===== config.mk =====
export PLATFORM = sky130hd
export DESIGN_NAME = fetch_stage_flat
export DESIGN_NICKNAME = d
export VERILOG_FILES = /design/src/rtl/fetch_stage_if.sv /design/src/rtl/fetch_stage.sv /design/src/flat_wrapper.sv
export SDC_FILE = /design/constraint.sdc
export NUM_CORES = 1
export LEC_CHECK = 0
export ABC_AREA = 1
export CAP_MARGIN = 25
export CORE_ASPECT_RATIO = 0.8
export CORE_MARGIN = 10
export CORE_UTILIZATION = 46
export CTS_BUF_LIST = sky130_fd_sc_hd__clkbuf_4 sky130_fd_sc_hd__clkbuf_8
export DETAILED_ROUTE_END_ITERATION = 7
export PLACE_DENSITY = 0.83
export SYNTH_ARGS = -nofsm -noshare
export SYNTH_HDL_FRONTEND = slang
export SYNTH_SLANG_ARGS = --single-unit

===== constraint.sdc =====
create_clock -name clk -period 1.8 [get_ports clk]
set_input_delay 0.36 -clock clk [delete_from_list [all_inputs] [get_ports clk]]
set_output_delay 0.36 -clock clk [all_outputs]
set_load 0.01 [all_outputs]

===== src/rtl/fetch_stage_if.sv =====
// -----------------------------------------------------------------------------
// fetch_stage_if
//   Bundles every non-clock/reset signal of the instruction-fetch stage:
//   the hazard-unit controls, the execute-stage redirect, the instruction
//   memory bus and the IF/ID pipeline register outputs.
//
//   Signals
//     StallF     hazard unit -> fetch   hold PC register
//     StallD     hazard unit -> fetch   hold IF/ID register
//     FlushD     hazard unit -> fetch   turn IF/ID into a bubble
//     PCSrcE     execute     -> fetch   taken branch / jump redirect request
//     PCTargetE  execute     -> fetch   redirect target (bits [1:0] ignored)
//     InstrF     imem        -> fetch   instruction word for PCF (combinational)
//     PCF        fetch       -> imem    current fetch address (registered)
//     InstrD     fetch       -> decode  registered instruction
//     PCD        fetch       -> decode  PC of InstrD
//     PCPlus4D   fetch       -> decode  PCD + 4
//     ValidD     fetch       -> decode  1 = real instruction, 0 = bubble
//
//   Modports
//     master : the fetch stage itself
//     slave  : the surrounding core / memory / test environment
// -----------------------------------------------------------------------------
interface fetch_stage_if;
   logic        StallF;
   logic        StallD;
   logic        FlushD;
   logic        PCSrcE;
   logic [31:0] PCTargetE;
   logic [31:0] InstrF;
   logic [31:0] PCF;
   logic [31:0] InstrD;
   logic [31:0] PCD;
   logic [31:0] PCPlus4D;
   logic        ValidD;

   modport master (
      input  StallF,
      input  StallD,
      input  FlushD,
      input  PCSrcE,
      input  PCTargetE,
      input  InstrF,
      output PCF,
      output InstrD,
      output PCD,
      output PCPlus4D,
      output ValidD
   );

   modport slave (
      output StallF,
      output StallD,
      output FlushD,
      output PCSrcE,
      output PCTargetE,
      output InstrF,
      input  PCF,
      input  InstrD,
      input  PCD,
      input  PCPlus4D,
      input  ValidD
   );
endinterface


===== src/rtl/fetch_stage.sv =====
// -----------------------------------------------------------------------------
// fetch_stage
//   Instruction-fetch stage of the pipelined RV32I core. Owns the program
//   counter, drives the fetch address to instruction memory, selects between
//   the sequential PC+4 and an execute-stage redirect, and captures the
//   returned instruction with its PC and PC+4 into the IF/ID register.
//
//   Ports
//     clk  : system clock, all state updates on the rising edge
//     rst  : synchronous active-low reset (0 = reset)
//     fif  : fetch_stage_if.master (controls, imem bus, IF/ID outputs)
//
//   Parameters
//     RESET_PC : PC loaded on reset, must be word aligned
//     XLEN     : datapath width, only 32 is supported
// -----------------------------------------------------------------------------
module fetch_stage #(
   parameter logic [31:0] RESET_PC = 32'h0000_0000,
   parameter int unsigned XLEN     = 32
) (
   input  logic                clk,
   input  logic                rst,
   fetch_stage_if.master       fif
);

   localparam logic [XLEN-1:0] NOP_INSTR  = 32'h0000_0013;   // addi x0,x0,0
   localparam logic [XLEN-1:0] ALIGN_MASK = 32'hFFFF_FFFC;

   logic [XLEN-1:0] pc_q,       pc_d;
   logic [XLEN-1:0] instr_q,    instr_d;
   logic [XLEN-1:0] pcd_q,      pcd_d;
   logic [XLEN-1:0] pcplus4_q,  pcplus4_d;
   logic            valid_q,    valid_d;
   logic [XLEN-1:0] pc_plus4_s;
   logic [XLEN-1:0] target_s;

   // Sequential next PC (wraps modulo 2^32) and the word-aligned redirect target.
   always_comb begin
      pc_plus4_s = pc_q + 32'd4;
      target_s   = fif.PCTargetE & ALIGN_MASK;
   end

   // PC next-state: a redirect beats a stall so a taken branch is never dropped.
   always_comb begin
      pc_d = pc_q;
      if (fif.PCSrcE) begin
         pc_d = target_s;
      end else if (fif.StallF) begin
         pc_d = pc_q;
      end else begin
         pc_d = pc_plus4_s;
      end
   end

   // IF/ID next-state: a flush beats a stall so the wrong-path instruction is squashed.
   always_comb begin
      instr_d   = instr_q;
      pcd_d     = pcd_q;
      pcplus4_d = pcplus4_q;
      valid_d   = valid_q;
      if (fif.FlushD) begin
         instr_d   = NOP_INSTR;
         pcd_d     = 32'h0000_0000;
         pcplus4_d = 32'h0000_0000;
         valid_d   = 1'b0;
      end else if (fif.StallD) begin
         instr_d   = instr_q;
         pcd_d     = pcd_q;
         pcplus4_d = pcplus4_q;
         valid_d   = valid_q;
      end else begin
         instr_d   = fif.InstrF;
         pcd_d     = pc_q;
         pcplus4_d = pc_plus4_s;
         valid_d   = 1'b1;
      end
   end

   // State registers with synchronous active-low reset overriding every control.
   always_ff @(posedge clk) begin
      if (!rst) begin
         pc_q      <= RESET_PC;
         instr_q   <= 32'h0000_0000;
         pcd_q     <= 32'h0000_0000;
         pcplus4_q <= 32'h0000_0000;
         valid_q   <= 1'b0;
      end else begin
         pc_q      <= pc_d;
         instr_q   <= instr_d;
         pcd_q     <= pcd_d;
         pcplus4_q <= pcplus4_d;
         valid_q   <= valid_d;
      end
   end

   // All outputs come straight from flops; no input reaches PCF combinationally.
   always_comb begin
      fif.PCF      = pc_q;
      fif.InstrD   = instr_q;
      fif.PCD      = pcd_q;
      fif.PCPlus4D = pcplus4_q;
      fif.ValidD   = valid_q;
   end

endmodule

===== src/flat_wrapper.sv =====
// flat-port wrapper written by rule: the top's interface ports become plain ports
module fetch_stage_flat 
#(
   parameter logic [31:0] RESET_PC = 32'h0000_0000,
   parameter int unsigned XLEN     = 32
)
  (clk, rst, fif_StallF, fif_StallD, fif_FlushD, fif_PCSrcE, fif_PCTargetE, fif_InstrF, fif_PCF, fif_InstrD, fif_PCD, fif_PCPlus4D, fif_ValidD);
  fetch_stage_if fif_i ();
  input  logic clk;
  input  logic rst;
  input wire logic [$bits(fif_i.StallF)-1:0] fif_StallF;
  input wire logic [$bits(fif_i.StallD)-1:0] fif_StallD;
  input wire logic [$bits(fif_i.FlushD)-1:0] fif_FlushD;
  input wire logic [$bits(fif_i.PCSrcE)-1:0] fif_PCSrcE;
  input wire logic [$bits(fif_i.PCTargetE)-1:0] fif_PCTargetE;
  input wire logic [$bits(fif_i.InstrF)-1:0] fif_InstrF;
  output wire logic [$bits(fif_i.PCF)-1:0] fif_PCF;
  output wire logic [$bits(fif_i.InstrD)-1:0] fif_InstrD;
  output wire logic [$bits(fif_i.PCD)-1:0] fif_PCD;
  output wire logic [$bits(fif_i.PCPlus4D)-1:0] fif_PCPlus4D;
  output wire logic [$bits(fif_i.ValidD)-1:0] fif_ValidD;
  assign fif_i.StallF = fif_StallF;
  assign fif_i.StallD = fif_StallD;
  assign fif_i.FlushD = fif_FlushD;
  assign fif_i.PCSrcE = fif_PCSrcE;
  assign fif_i.PCTargetE = fif_PCTargetE;
  assign fif_i.InstrF = fif_InstrF;
  assign fif_PCF = fif_i.PCF;
  assign fif_InstrD = fif_i.InstrD;
  assign fif_PCD = fif_i.PCD;
  assign fif_PCPlus4D = fif_i.PCPlus4D;
  assign fif_ValidD = fif_i.ValidD;
  fetch_stage #(.RESET_PC(RESET_PC), .XLEN(XLEN)) u_core (.clk(clk), .rst(rst), .fif(fif_i));
endmodule

# --- Word-level counts from Yosys, hierarchy flattened ---
# Index checks and enable logic that the tools add are counted.
word_totals:
  regBits: 129
  output_inout_bits: 129
classes:
  n_eq_ne: 2
  n_mux: 4
  reduce_logical: 2
  bitwise_logic: 1
  add_sub_neg: 1
op_table:
  columns: ["operator", "n"]
  rows:
  - ["32-bit two-way mux", 2]
  - ["32-bit by 3-bit adder with 32-bit output (second input constant)", 1]
  - ["5-bit two-way mux", 2]
  - ["2-bit by 1-bit inequality test with 1-bit output (second input constant)", 2]
  - ["2-bit OR reduction", 2]
  - ["1-bit NOT", 1]

# --- Logic depth before layout (Yosys ltp) ---
logic_depth:
  word_depth: 3
  depth_mapped: 10
  ltp_nobuf: 10

# --- Least setup slack after synthesis ---
# OpenSTA, ideal clock, no wires.
synth_path:
  path_kind: "reg-to-reg"
  startpoint: "reg u_core.pc_q[3] (netlist: u_core.fif.PCF[3])"
  endpoint: "reg u_core.pcplus4_q[30] (netlist: u_core.fif.PCPlus4D[30])"
  path_slack_ps: 260
  period_less_slack_ps: 1540
  arrival_time_ps: 1424
  stages_incl_launch_ff: 11
  cell_sequence: "dfxtp_1 -> ha_1 -> nand2_2 -> nor2_4 -> nand2_4 -> nor2_2 -> nand2_1 -> nand2_1 -> nand2_1 -> o21ai_0 -> inv_1"
synth_via:
  elab_chain_len: 1
synth_rtl:
  columns: ["element", "line_no", "source"]
  rows:
  - ["start: declaration", "fetch_stage.sv:29", "logic [XLEN-1:0] pc_q, pc_d;"]
  - ["start signal: assignment", "fetch_stage.sv:88", "pc_q <= pc_d;"]
  - ["32-bit by 3-bit adder with 32-bit output", "fetch_stage.sv:39", "pc_plus4_s = pc_q + 32'd4;"]
  - ["end signal: assignment", "fetch_stage.sv:91", "pcplus4_q <= pcplus4_d;"]
  - ["end: declaration", "fetch_stage.sv:32", "logic [XLEN-1:0] pcplus4_q, pcplus4_d;"]
# Every way passes these cells.
# A chain may end at the register's enable or synchronous reset.

# --- Final worst setup path ---
layout_path:
  startpoint: "reg u_core.pc_q[21] (netlist: u_core.fif.PCF[21])"
  endpoint: "out fif_PCF[21]"
layout_rtl:
  columns: ["element", "line_no", "source"]
  rows:
  - ["end: declaration", "flat_wrapper.sv:17", "output wire logic [$bits(fif_i.PCF)-1:0] fif_PCF;"]
# No word-level cell between the ends.

==> results.cfg <==
[critical_path]
critPathLaunch = u_core.fif.PCF[21]$_SDFFE_PN0P_
worstPathCellList = clkdlybuf4s50_1
cp_num_cells = 1
worstSetupEndpoint = fif_PCF[21]
cp_slowest_cell = clkdlybuf4s50_1
critPathArrivalTime_ns = 1.40
reg2reg_to = u_core.fif.PCPlus4D[24]$_SDFFE_PP0N_
crit_path_max_fanout = 4
r2r_start = u_core.fif.PCF[2]$_SDFFE_PN0P_
r2r_slack_ns = 0.14
startpoint_type = register
reg2regPathDepth = 10
end_kind = output pin
slowest_delay_ns = 0.58
cp_data_required_time_ns = 1.44
critPathKind = register to output pin
critPathBufInv = 1
path_delay_family = buffers and inverters

[die]
die_w_um = 142
die_y_um = 117
dieArea_um2 = 16600
io_pins = 199
initial_core_util_pct = 47.2
core_um2 = 11600
row_count = 35

[cells_and_area]
final_nets = 1053
drive_gt1_share_pct = 10.2
synthToLayoutAreaGrowth_pct = 47.4
final_area_um2 = 8040
fillers = 983
antenna_cells = 0

[synthesis]
synthTopCellsByCount = nand2_1 (230), dfxtp_1 (123), nor2_1 (84), a21oi_1 (82), inv_1 (79)
syn_inst = 786
synth_area_leaders = dfxtp_1 (45%), nand2_1 (16%), a21oi_1 (7.5%)
synth_top_area_share_pct = 45.2
syn_area_per_cell_um2 = 6.94
synth_edf_count = 0
postSynth.asyncResetShare_pct = 0
synth.ff_latch_count = 123
synthFlopType = dfxtp_1
yosysTopAreaCell = dfxtp_1
synth_warnings = 0
yosysSeqAreaShare_pct = 45.2
synth_cell_types = 28
syn_area_um2 = 5450
yosysMostFrequentCell = nand2_1

[global_route]
grt_max_degree = 60
use_met3_pct = 8.83
overflow = 0
track_usage_pct = 21.1
first_global_vias = 5290
busiest_layer = met2
grt_pass1_wl_um = 28600
met2_usage_pct = 31.4
antenna_found_initial = 0
gr-usage-met1_pct = 26.9

[sta]
rsz0062_at_grt = no
finalCriticalPeriod_ns = 1.76
fin_tns_setup_ns = 0
period_share_pct = 97.7
hold_viol_final = 0
drv_slew = 0
hold_slack_ns = 0.270
setup_viol = 0
clock_skew_ns = 0.0133
timing.fmax_ghz = 0.569

[clocking]
cts_tree = built
holdBufCountCts = 0
cts_buffers = 17
clock-sinks = 123
clk_path_buf_depth = 2
clockRootBuffer = clkbuf_8
clk_pin_slew_ns = 0.07
htreeDepth = 4
clk_latency_ns = 0.44
post_cts_buffers = 0

[placed_design]
portBuffers = 190
place_congestion = 0.922
dpl_cell_area_um2 = 7630
dp_hpwl_um = 13600

[status]
status = complete, no violations

[power_and_ir_drop]
p_leak_nw = 3.61
power.total_mw = 6.22
power.density_nw_per_um2 = 774
max-vdd-ir-drop_mv = 0.503

[route]
first_pass_iters = 5
initialDrtViolationCount = 472
vias = 5601
post-route-drc-count = 0
via_per_inst = 4.90
routed_wl_um = 18400
routedWlPerCell_um = 16.1
postRouteAntennaNets = 0

[run]
cap_viol_max_count = 0

[min_path]
worstHoldPathType = primary input to register
-- report_power, final --
part / internal (mW) / switching (mW)
sequential: 2.83 / 0.0892
combinational: 0.456 / 0.461
clock: 1.30 / 1.07
-- final cells by class --
class | instances | area, um^2 | area share, %
Tap cell | 148 | 185 | 2.30
Sequential cell | 123 | 2480 | 30.9
Timing Repair Buffer | 219 | 2180 | 27.2
Clock buffer | 22 | 278 | 3.46
Inverter | 81 | 305 | 3.80
Clock inverter | 9 | 97.6 | 1.21
Multi-Input combinational cell | 540 | 2500 | 31.2
-- worst min-delay path by stage --
| stage | from | end | slack [ns] | cells after the start |
|---|---|---|---|---|
| 4_1_cts | fif_StallD | u_core.fif.InstrD[8]$_SDFFE_PP0N_ | 0.26 | 3 |
| 2_1_floorplan | rst | u_core.fif.InstrD[0]$_SDFFE_PN0P_ | 0.46 | 2 |
| 6_report | fif_StallD | u_core.fif.InstrD[8]$_SDFFE_PP0N_ | 0.27 | 3 |
| 3_3_place_gp | u_core.fif.InstrD[17]$_SDFFE_PP0N_ | u_core.fif.InstrD[17]$_SDFFE_PP0N_ | 0.44 | 2 |
| 3_5_place_dp | u_core.fif.PCD[13]$_SDFFE_PP0N_ | u_core.fif.PCD[13]$_SDFFE_PP0N_ | 0.45 | 2 |
| 5_1_grt | fif_StallD | u_core.fif.InstrD[11]$_SDFFE_PP0N_ | 0.26 | 3 |
-- layer usage --
| metal | part of all wire (%) | up-vias | wire (um) |
|---|---|---|---|
| li1 | - | 2843 | - |
| met1 | 43 | 2500 | 7900 |
| met2 | 44 | 235 | 8060 |
| met3 | 11 | 23 | 2110 |
| met4 | 1.5 | 0 | 284 |
| met5 | 0 | - | 0 |
-- what timing repair did --
| item | in CTS | in global routing |
|---|---|---|
| cloned | 0 | 0 |
| gates resized for setup | 27 | 16 |
| endpoints found under the setup margin | 21 | 17 |
-- flip-flops by register name, indices dropped and copies added, names as in the netlist --
register	count
u_core.fif.PCPlus4D	30
u_core.fif.PCF	30
u_core.fif.PCD	30
u_core.fif.ValidD	1
u_core.fif.InstrD	32
-- cells by family (layout without fill, tap and decap cells) --
logic type	after synthesis	count (layout)	share of synthesized area (%)
AND/OR/NAND/NOR	359	359	27.3
XOR/XNOR	15	15	2.55
flip-flops	123	123	45.2
AO/OA/AOI/OAI	159	159	15.3
buffers and inverters	128	331	9.41
other	1	6	0.0688
adder cells (fa/ha/maj)	1	1	0.229
-- layout by cell type, fill, tap and decap left out, types with 4 or more instances in the layout --
| cell | netlist | routed |
|---|---|---|
| a31oi_1 | 7 | 7 |
| clkinv_2 | 0 | 7 |
| dfxtp_2 | 0 | 14 |
| dlygate4sd2_1 | 0 | 15 |
| nor2_1 | 84 | 83 |
| dlymetal6s2s_1 | 0 | 10 |
| a22o_1 | 6 | 6 |
| nand2_1 | 230 | 230 |
| nand2_2 | 5 | 5 |
| dfxtp_1 | 123 | 108 |
| xor2_1 | 11 | 11 |
| clkbuf_4 | 0 | 4 |
| clkdlybuf4s50_1 | 0 | 164 |
| conb_1 | 1 | 6 |
| clkbuf_8 | 0 | 18 |
| nand3_1 | 21 | 21 |
| nor2_4 | 7 | 8 |
| o21ai_0 | 60 | 59 |
| buf_12 | 0 | 5 |
| a21oi_1 | 82 | 82 |
| nor2_2 | 5 | 5 |
| buf_4 | 6 | 24 |
| inv_1 | 79 | 78 |
-- per-stage QoR --
step | setup WS, ns | cells | utilization (%)
3_5_place_dp | 0.0434 | 1111 | 66.0
6_report | 0.0417 | 1142 | 69.5
4_1_cts | 0.00245 | 1142 | 69.2
3_3_place_gp | 0.0772 | 1111 | 66.0
2_1_floorplan | 0.260 | 791 | -
5_1_grt | 0.00649 | 1142 | 69.5
Power figures use the tool's default switching activity.
